[config.mk]
export PLATFORM = sky130hd
export DESIGN_NAME = kexp_ctrl
export DESIGN_NICKNAME = d
export VERILOG_FILES = /design/src/rtl/kexp_ctrl.sv
export SDC_FILE = /design/constraint.sdc
export NUM_CORES = 1
export LEC_CHECK = 0
export ABC_AREA = 1
export BUFFER_PORTS_ARGS = -buffer_cell sky130_fd_sc_hd__buf_2
export CORE_AREA = 3 3 204 206
export DETAILED_ROUTE_END_ITERATION = 16
export DIE_AREA = 0 0 207 209
export SLEW_MARGIN = 20
export SYNTH_ARGS = -nofsm -noshare
export SYNTH_HDL_FRONTEND = slang
export SYNTH_SLANG_ARGS = --single-unit
[constraint.sdc]
create_clock -name clk -period 1.3 [get_ports clk]
set_clock_uncertainty 0.1 [all_clocks]
set_input_delay 0.065 -clock clk [delete_from_list [all_inputs] [get_ports clk]]
set_output_delay 0.065 -clock clk [all_outputs]
set_load 0.02 [all_outputs]
[src/rtl/kexp_ctrl.sv]
// Per-block sequencer for kexp: holds key/direction, restarts kexp per block, forwards NR+1 round keys.
// Optional RUN watchdog enabled by defining KEXP_CTRL_WDOG_EN.
module kexp_ctrl #(
    parameter int NR       = 10,
    parameter int WDOG_CYC = 64
) (
    input  logic         clk,
    input  logic         rst_n,
    input  logic         key_wr,
    input  logic [127:0] key_in,
    input  logic         key_enc,
    output logic         key_rdy,
    input  logic         blk_vld,
    output logic         blk_rdy,
    output logic         blk_done,
    output logic         err,
    output logic         key_ld_p,
    output logic [127:0] key,
    output logic         enc,
    input  logic         rk_vld,
    input  logic [127:0] rk,
    output logic         rk_rdy,
    input  logic         dp_rdy,
    output logic         rnd_en,
    output logic [127:0] rnd_key,
    output logic [3:0]   rnd_idx,
    output logic         rnd_first,
    output logic         rnd_last
);

    if (NR < 1 || NR > 14 || WDOG_CYC < 2) begin : g_bad_param
        $error("kexp_ctrl: NR must be 1..14 and WDOG_CYC at least 2");
    end

    typedef enum logic [1:0] {IDLE, LOAD, RUN, DONE} state_t;

    state_t state, state_nxt;
    logic   key_ok;
    logic   accept;
    logic   last_hs;
    logic   wdog_exp;

    assign key_rdy   = (state == IDLE);
    // A key write in the same cycle wins; the block waits and uses the new key.
    assign blk_rdy   = key_rdy && key_ok && !key_wr;
    assign accept    = blk_vld && blk_rdy;
    assign rk_rdy    = (state == RUN) && dp_rdy;
    assign rnd_en    = rk_vld && rk_rdy;
    assign rnd_key   = rk;
    assign rnd_first = (rnd_idx == 4'd0);
    assign rnd_last  = (rnd_idx == 4'(NR));
    assign last_hs   = rnd_en && rnd_last;

`ifdef KEXP_CTRL_WDOG_EN
    localparam int WW = $clog2(WDOG_CYC + 1);
    logic [WW-1:0] wdog_cnt;

    always_ff @(posedge clk) begin
        if (!rst_n)
            wdog_cnt <= '0;
        else if (state != RUN || rk_vld)
            wdog_cnt <= '0;
        else
            wdog_cnt <= wdog_cnt + 1'b1;
    end

    // Expires on the cycle the count would reach WDOG_CYC.
    assign wdog_exp = (state == RUN) && !rk_vld && (wdog_cnt == WW'(WDOG_CYC - 1));
`else
    assign wdog_exp = 1'b0;
`endif

    always_comb begin
        state_nxt = state;
        case (state)
            IDLE: if (accept) state_nxt = LOAD;
            LOAD: state_nxt = RUN;
            RUN: begin
                if (last_hs)       state_nxt = DONE;
                else if (wdog_exp) state_nxt = IDLE;
            end
            DONE: state_nxt = IDLE;
            default: state_nxt = IDLE;
        endcase
    end

    always_ff @(posedge clk) begin
        if (!rst_n) begin
            state    <= IDLE;
            key_ok   <= 1'b0;
            key      <= '0;
            enc      <= 1'b0;
            rnd_idx  <= 4'd0;
            key_ld_p <= 1'b0;
            blk_done <= 1'b0;
            err      <= 1'b0;
        end else begin
            state    <= state_nxt;
            key_ld_p <= accept;
            blk_done <= last_hs;
            err      <= wdog_exp;
            if (key_rdy && key_wr) begin
                key    <= key_in;
                enc    <= key_enc;
                key_ok <= 1'b1;
            end
            if (state == LOAD)
                rnd_idx <= 4'd0;
            else if (rnd_en && !rnd_last)
                rnd_idx <= rnd_idx + 4'd1;
        end
    end

endmodule

==> impl_metrics.json, run 1 <==
{
  "endpoint_kind": "flop",
  "worstSetupPathType": "flop to flop",
  "dp_hpwl_um": 14600,
  "rsz0062_at_grt": "yes",
  "path_max_fanout": 14,
  "grt_pass1_wl_um": 32500,
  "maxCapViolCount": 0,
  "yosysMostFrequentCell": "nor2_1",
  "period_share_pct": 118,
  "yosysTopAreaCellShare_pct": 46.7,
  "htree_num_levels": 4,
  "syn_nets": 1032,
  "viasPerCell": 3.71,
  "path_clk_slew_ns": 0.06,
  "synth_flop_cell": "dfxtp_1",
  "holdWs_ns": 0.0300,
  "final_cell_area_um2": 10200,
  "cts_buffers": 17,
  "netlist_area_um2": 5910,
  "row_count": 73,
  "violations": "negative setup slack",
  "ant_nets": 0,
  "portBuffers": 275,
  "synth.avg_cell_area_um2": 7.76,
  "antenna_found_initial": 3,
  "outcome": "complete, but fails checks",
  "die_x_um": 207,
  "numClockSinks": 138,
  "initial_core_util_pct": 14.8,
  "first_pass_iters": 4,
  "min_period_ns": 1.54,
  "critPathLaunchType": "flop",
  "io_pins": 533,
  "synth-edff-count": 0,
  "postLayoutSetupSlackWorst_ns": -0.237,
  "ys_top_cells_by_area": "dfxtp_1 47%, buf_4 18%, nor2_1 17%, o21ai_0 8.7%, o21ai_1 2.5%",
  "cts-root-buf": "clkbuf_16",
  "p_per_area_nw_per_um2": 2000,
  "num-nets-final": 1352,
  "critPathArrivalTime_ns": 1.77,
  "grt_pass1_vias": 6015,
  "die_y_um": 209,
  "grt_max_degree": 47,
  "synth-seq-cells": 138,
  "drive_above_1_share_pct": 45.1,
  "fmax_mhz": 651,
  "cts_tree": "built",
  "ys_warn_count": 0,
  "grt_usage_pct": 9.78,
  "peakVddDrop_mv": 0.802,
  "synth_cells": 762,
  "ys_async_sr_fraction_pct": 0,
  "hold_class": "primary input to output pin",
  "syn_to_final_growth_pct": 73.2,
  "synthTopCellsByCount": "270 x nor2_1, 140 x buf_4, 138 x dfxtp_1",
  "gp_congestion": 0.803,
  "core_um2": 39800,
  "clock_path_buffers": 2,
  "wire_per_inst_um": 14.2,
  "seq_area_frac_synth_pct": 46.7,
  "placed_cell_area_um2": 7190,
  "drt_iter0_drc": 314,
  "insertion_delay_ns": 0.43,
  "dpl_worst_slack_ns": -0.187,
  "worstPathRequired_ns": 1.53,
  "wl_um": 23100,
  "synth_area_leader_cell": "dfxtp_1",
  "overflow": 0,
  "die_area_um2": 43300,
  "slew_violations": 0,
  "power_leakage_nw": 4.66,
  "setup_viol": 142,
  "finalCoreUtilization_pct": 25.7,
  "drcViolationCount": 0,
  "hold_viol": 0,
  "yosys.cell_types.count": 21,
  "vias": 6015,
  "r2r_slack_ns": -0.24
}
metal layers:
layer	vias up	part of all wire (%)	GRT usage, %
li1	2926	-	-
met1	2712	37	9.62
met2	299	49	16.6
met3	76	9.7	4.80
met4	2	4.0	5.99
met5	-	0.056	0
cells by family (layout without fill, tap and decap cells):
family | count (synthesis) | count (layout) | share of synthesized area, %
AOI/OAI and AO/OA | 139 | 139 | 11.8
adders and majority gates | 7 | 7 | 1.48
buffers and inverters | 184 | 516 | 21.1
DFF | 138 | 138 | 46.7
other | 1 | 3 | 0.0634
and+or+nand+nor | 293 | 294 | 18.9
cell type report:
cell class                      count  area [um^2]
Sequential cell                   138         2780
Fill cell                        4253        29600
Clock buffer                       21          472
Tap cell                          525          657
Multi-Input combinational cell    441         2440
Timing Repair Buffer              471         3660
Inverter                           13         68.8
Antenna cell                        2         5.00
Clock inverter                     11          165
power breakdown:
part           switching, mW  leakage [nW]  internal [mW]
combinational           5.09          3.20           3.98
sequential             0.700          1.15           5.38
clock                   1.92         0.312           3.37
total                   7.71          4.66           12.7
layout by cell type (no fill, tap or decap), types with 3 or more instances in the layout:
master	count
buf_16	7
bufinv_16	4
ha_1	3
o21ai_1	47
clkinv_2	4
nand2_1	7
nor2_2	35
clkbuf_16	23
o21ai_0	45
inv_1	7
buf_12	11
dfxtp_1	132
inv_4	3
nand2_2	5
a21oi_1	3
buf_4	25
nor2_4	22
buf_6	20
dlygate4sd3_1	134
dfxtp_2	4
nand2_4	4
buf_2	267
o21ai_2	40
nand3_1	3
ha_4	4
nor2_1	215
critical path, cell delays in order, from the launching register on:
cell and delay [ns]:
dfxtp_2 0.35, inv_4 0.04, ha_4 0.16, buf_12 0.12
nand2_8 0.13, inv_12 0.07, buf_12 0.14, buf_16 0.16
nor2_2 0.09, nor2_1 0.05
final timing paths:
path | start | cells past startpoint | endpoint
worst max-delay path | state[0] | 9 | key[118]
worst min-delay path | rk[13] | 0 | rnd_key[13]
worst max register to register | state[0] | 9 | key[118]
worst min register to register | key[14] | 2 | key[14]
sequential cells by signal (all words and copies together), names as in the netlist:
name      cells
blk_done      1
rnd_idx       4
state         2
key_ld_p      1
key         128
enc           1
key_ok        1
through the flow:
stage               TNS [ns]  cells  total power [mW]
floorplan              -4.41    762              10.9
global placement       -8.92   1421              12.5
detailed placement    -11.66   1421              12.6
CTS                   -25.14   1605              19.5
global route          -34.91   1622              21.8
finish                -23.75   1622              20.4
timing repair:
action | in CTS | in global routing
endpoints found under the hold margin | 136 | 0
cloned | 4 | 6
setup endpoints to repair | 143 | 147
gates resized for setup | 88 | 116
setup buffers | 15 | 10
pin swaps | 14 | 9
hold buffers | 134 | 0
(Power assumes the default switching activity.)
==> inputs of run 2 (changes only) <==
Settings changed: CORE_AREA 3 3 204 206 to 3 3 209 211, DIE_AREA 0 0 207 209 to 0 0 212 214, PLACE_DENSITY set to 0.38.
Clock period 1.3 ns to 1.8 ns, I/O delays scaled along.
==> run 2 against run 1 <==
Compared with the run above: the flow now finishes without violations; core utilization down 3.9 points; non-clock buffer count decreased by 32; clock power decreased by 25%; power down 35%.
==> impl_metrics.json, run 2 (synthesis results as in run 1) <==
{
  "portBuffers": 275,
  "drcViolationCount": 0,
  "final-seq-area_um2": 2770,
  "antenna_found_initial": 0,
  "fmax_mhz": 586,
  "gp_congestion": 0.708,
  "switching_share_pct": 37.5,
  "grt_pass1_vias": 5967,
  "clock_path_buffers": 2,
  "worstSetupPathType": "flop to output pin",
  "ant_nets": 0,
  "period_share_pct": 94.7,
  "worstPathRequired_ns": 1.61,
  "layout_common_cells": "271 x buf_2, 270 x nor2_1, 136 x dfxtp_1",
  "critical_path_buf_inv_count": 2,
  "cts_buffers": 17,
  "grt_max_degree": 69,
  "htree_num_levels": 4,
  "path_clk_slew_ns": 0.06,
  "row_count": 75,
  "grt_usage_pct": 9.44,
  "min_period_ns": 1.71,
  "num-nets-final": 1319,
  "core_um2": 41900,
  "switching_power_mw": 4.94,
  "fillers": 4674,
  "internal_power_mw": 8.25,
  "critPathArrivalTime_ns": 1.52,
  "largest_register": "key",
  "drt_iter0_drc": 246,
  "largest_reg_flops": 128,
  "initial_core_util_pct": 14.1,
  "power_frac_comb_pct": 37.5,
  "antenna-diode-count": 0,
  "routed-wl-met2_um": 10600,
  "endpoint_kind": "output pin",
  "io_pins": 533,
  "die_area_um2": 45400,
  "final_common_cell": "buf_2",
  "overflow": 0,
  "p_clk_share_pct": 30.0,
  "maxCapViolCount": 0,
  "wl_um": 21200,
  "slowest_stage": "dfxtp_1",
  "path_max_fanout": 5,
  "outcome": "finished clean",
  "crit_chain": "inv_2 > ha_2 > nand2_1 > nor2_4 > buf_4",
  "hold_viol": 0,
  "setup_tns_ns": 0,
  "cts-root-buf": "clkbuf_16",
  "syn_to_final_growth_pct": 54.7,
  "wire_per_inst_um": 13.3,
  "setup_viol": 0,
  "reg.largest.list": "key x128, rnd_idx x4, state x2",
  "slew_violations": 0,
  "die_x_um": 212,
  "max_stage_delay_ns": 0.32,
  "first_pass_iters": 4,
  "multi_input_area_um2": 1930,
  "power_leakage_nw": 4.24,
  "route.met3.wl_um": 1540,
  "grt_pass1_wl_um": 32200,
  "met1Wirelength_um": 7990,
  "highest_layer": "met4",
  "viasPerCell": 3.57,
  "peakVddDrop_mv": 0.574,
  "drive_above_1_share_pct": 32.6,
  "numClockSinks": 138,
  "seq_power_share_pct": 32.5,
  "insertion_delay_ns": 0.46,
  "dpl_worst_slack_ns": 0.212,
  "dp_hpwl_um": 15100,
  "vias": 5710,
  "critPathLaunchType": "flop",
  "rsz0062_at_grt": "no",
  "crit_family": "flip-flops",
  "die_y_um": 214,
  "hold_class": "primary input to output pin",
  "p_per_area_nw_per_um2": 1440,
  "postLayoutSetupSlackWorst_ns": 0.0947,
  "cts_tree": "built"
}
[run 2: cell count changes in the layout (fill, tap and decap cells not counted), moves of 7 or more]
cell,previous run,this run
o21ai_0,45,103
nor2_4,22,1
nor2_2,35,1
o21ai_2,40,0
buf_6,20,0
nor2_1,215,270
nand2_1,7,15
buf_16,7,0
o21ai_1,47,30
[run 2: cell type report]
cell class / count / share of cell area, %
sequential: 138 / 30.2
inverter: 13 / 0.561
tap: 539 / 7.37
multi-input combinational: 440 / 21.1
clock buffer: 17 / 4.65
timing repair buffer: 439 / 33.7
clock inverter: 15 / 2.42
[run 2: final timing paths]
| path | from | end | slack (ns) | cells after the start |
|---|---|---|---|---|
| hold reg to reg | key[71] | key[71] | 0.37 | 2 |
| hold / removal | rk[0] | rnd_key[0] | 0.08 | 0 |
| setup reg to reg | state[1] | key_ld_p | 0.13 | 6 |
| setup / recovery | state[0] | rnd_en | 0.09 | 5 |
[run 2: metal layers]
layer  vias to the layer above  track usage, %
met5                         -               0
met4                         0            7.41
met3                        78            3.27
met2                       244            16.3
met1                      2536            9.11
li1                       2852               -
[run 2: timing repair]
item                       CTS  global route
hold buffers               135             0
buffers inserted             0             0
gates resized for setup      7             4
setup endpoints to repair    2             2
hold endpoints to repair   137             0
[run 2: per-stage QoR]
step,std cells,utilization [%],cell area [um^2],hold slack [ns],power (mW)
final,1601,21.8,9150,0.0800,13.2
after global routing,1601,21.8,9150,0.0800,14.2
after CTS,1601,21.8,9140,0.0801,13.5
after detailed placement,1434,17.0,7120,0.0801,9.15
after global placement,1434,17.0,7120,0.0801,9.12
after floorplan,762,-,5910,0.139,7.58
[run 2: power by group through the flow]
stage	Combinational, mW	Sequential, mW	Clock [mW]
2_1_floorplan	2.28	5.30	0
6_report	4.95	4.29	3.96
3_3_place_gp	4.78	4.34	0
4_1_cts	5.06	4.30	4.17
5_1_grt	5.51	4.40	4.25
3_5_place_dp	4.79	4.36	0
==> inputs of run 3 (changes only) <==
--- a/config.mk
+++ b/config.mk
@@ -12,2 +12,3 @@
 export DIE_AREA = 0 0 212 214
+export GPL_TIMING_DRIVEN = 0
 export PLACE_DENSITY = 0.38
--- a/constraint.sdc
+++ b/constraint.sdc
@@ -4,2 +4,2 @@
 set_output_delay 0.09 -clock clk [all_outputs]
-set_load 0.02 [all_outputs]
+set_load 0.1 [all_outputs]
==> run 3 against run 2 <==
Compared with the run above: die area stayed put; first-iteration DRC count is 24% lower; via count is 17% higher; cell area is 17% higher; sequential power hardly changed; clock-buffer cell count stayed put; routed wire length is 20% higher; sequential share of layout area is 4.4 points lower; critical path type unchanged; critical endpoint is now key_rdy; largest power group unchanged.
==> impl_metrics.json, run 3 (synthesis results as in run 1) <==
{
  "syn_to_final_growth_pct": 81.7,
  "grt_pass1_vias": 6681,
  "hold_start": "key_wr",
  "peakVddDrop_mv": 0.726,
  "holdWs_ns": 0.117,
  "critPathLaunchType": "flop",
  "largest_reg_flops": 128,
  "reg2reg_depth": 7,
  "endpoint_kind": "output pin",
  "critPathArrivalTime_ns": 1.52,
  "drive_above_1_share_pct": 45.8,
  "use_met3_pct": 2.77,
  "num-nets-final": 1588,
  "overflow": 0,
  "postLayoutSetupSlackWorst_ns": 0.0875,
  "finalCoreUtilization_pct": 25.6,
  "fillers": 4668,
  "reg2reg_to": "key[76]",
  "placed_cell_area_um2": 8670,
  "gp_congestion": 0.755,
  "die_x_um": 212,
  "reg.largest.list": "key x128, rnd_idx x4, state x2",
  "maxCapViolCount": 0,
  "antenna-diode-count": 0,
  "grt_usage_pct": 10.9,
  "wire_per_inst_um": 13.7,
  "wl_um": 25600,
  "reg2reg_from": "state[1]",
  "worstHoldPathCells": 6,
  "cts_tree": "built",
  "grt_use_met2_pct": 20.1,
  "setup_tns_ns": 0,
  "drt_iter0_drc": 186,
  "final_common_cell": "buf_2",
  "outcome": "finished clean",
  "p_per_area_nw_per_um2": 1820,
  "drcViolationCount": 0,
  "dp_hpwl_um": 19900,
  "die_y_um": 214,
  "hold_viol": 0,
  "min_period_ns": 1.71,
  "cts_buffers": 17,
  "crit_start": "state[1]",
  "fmax_mhz": 584,
  "portBuffers": 403,
  "clock_path_buffers": 2,
  "totalPowerFinal_mw": 19.5,
  "dpl_worst_slack_ns": -0.154,
  "slew_violations": 0,
  "io_pins": 533,
  "ant_nets": 0,
  "worstPathRequired_ns": 1.61,
  "first_pass_iters": 6,
  "grt_use_met1_pct": 12.0,
  "vias": 6658,
  "final_cell_area_um2": 10700,
  "grt_max_degree": 17,
  "layout.cells.non_filler": 1870,
  "rsz0062_at_grt": "no",
  "path_max_fanout": 5,
  "worstSetupPathType": "flop to output pin",
  "htree_num_levels": 4,
  "antenna_found_initial": 0,
  "path_clk_slew_ns": 0.06,
  "min_to": "state[0]",
  "top_usage_layer": "met2",
  "slew_headroom_pct": 60.8,
  "row_count": 75,
  "layout_common_cells": "405 x buf_2, 268 x nor2_1, 145 x buf_4",
  "place_inst": 1704,
  "power_leakage_nw": 5.36,
  "die_area_um2": 45400,
  "tightest_slew_ns": 0.588,
  "r2r_slack_ns": 0.17,
  "numClockSinks": 138,
  "setup_viol": 0,
  "insertion_delay_ns": 0.44,
  "hold_class": "primary input to flop",
  "initial_core_util_pct": 14.1,
  "cts-root-buf": "clkbuf_16",
  "core_um2": 41900,
  "largest_register": "key",
  "grt_pass1_wl_um": 37800,
  "viasPerCell": 3.56,
  "period_share_pct": 95.1
}
run 3: changes by cell type in the layout (fill, tap and decap cells not counted), sizes merged:
cell,change
buf,+253
clkinv,+4
clkinvlp,-3
clkbuf,+17
inv,-1
dlygate4sd3,-1
run 3: routing by layer:
metal,part of all wire [%],vias up
met3,5.7,25
met5,0,-
met1,40,2982
li1,-,3388
met4,1.7,0
met2,52,263
run 3: where the power goes:
part | total, mW | leakage, nW | internal, mW | switching, mW
Combinational | 11.3 | 3.90 | 2.02 | 9.27
Clock | 3.95 | 0.318 | 2.46 | 1.49
Sequential | 4.28 | 1.15 | 3.88 | 0.402
Total | 19.5 | 5.36 | 8.36 | 11.2
run 3: final cells by class:
| class | count | area, um^2 | share of cell area, % |
|---|---|---|---|
| multi-input combinational | 440 | 1970 | 18.3 |
| clock inverter | 15 | 223 | 2.07 |
| inverter | 13 | 48.8 | 0.454 |
| timing repair buffer | 538 | 3400 | 31.7 |
| tap | 539 | 674 | 6.28 |
| clock buffer | 17 | 425 | 3.96 |
| buffer | 170 | 1220 | 11.4 |
| sequential | 138 | 2780 | 25.8 |
run 3: repair_timing:
| item | in CTS | in global routing |
|---|---|---|
| hold buffers | 134 | 0 |
| setup buffers | 0 | 1 |
| setup endpoints to repair | 62 | 111 |
| resized for setup | 20 | 15 |
| endpoints found under the hold margin | 136 | 0 |
| pin swaps | 1 | 1 |
run 3: worst max-delay path, stage by stage (launching register included):
cell and delay [ns]:
dfxtp_2 0.34, inv_1 0.12, ha_4 0.17, buf_2 0.44
run 3: how the worst max path moves through the flow:
stage,to,cells after the start
floorplan,state[1],8
global placement,key[73],7
detailed placement,key[69],7
CTS,rnd_en,5
global route,rnd_en,5
finish,key_rdy,3
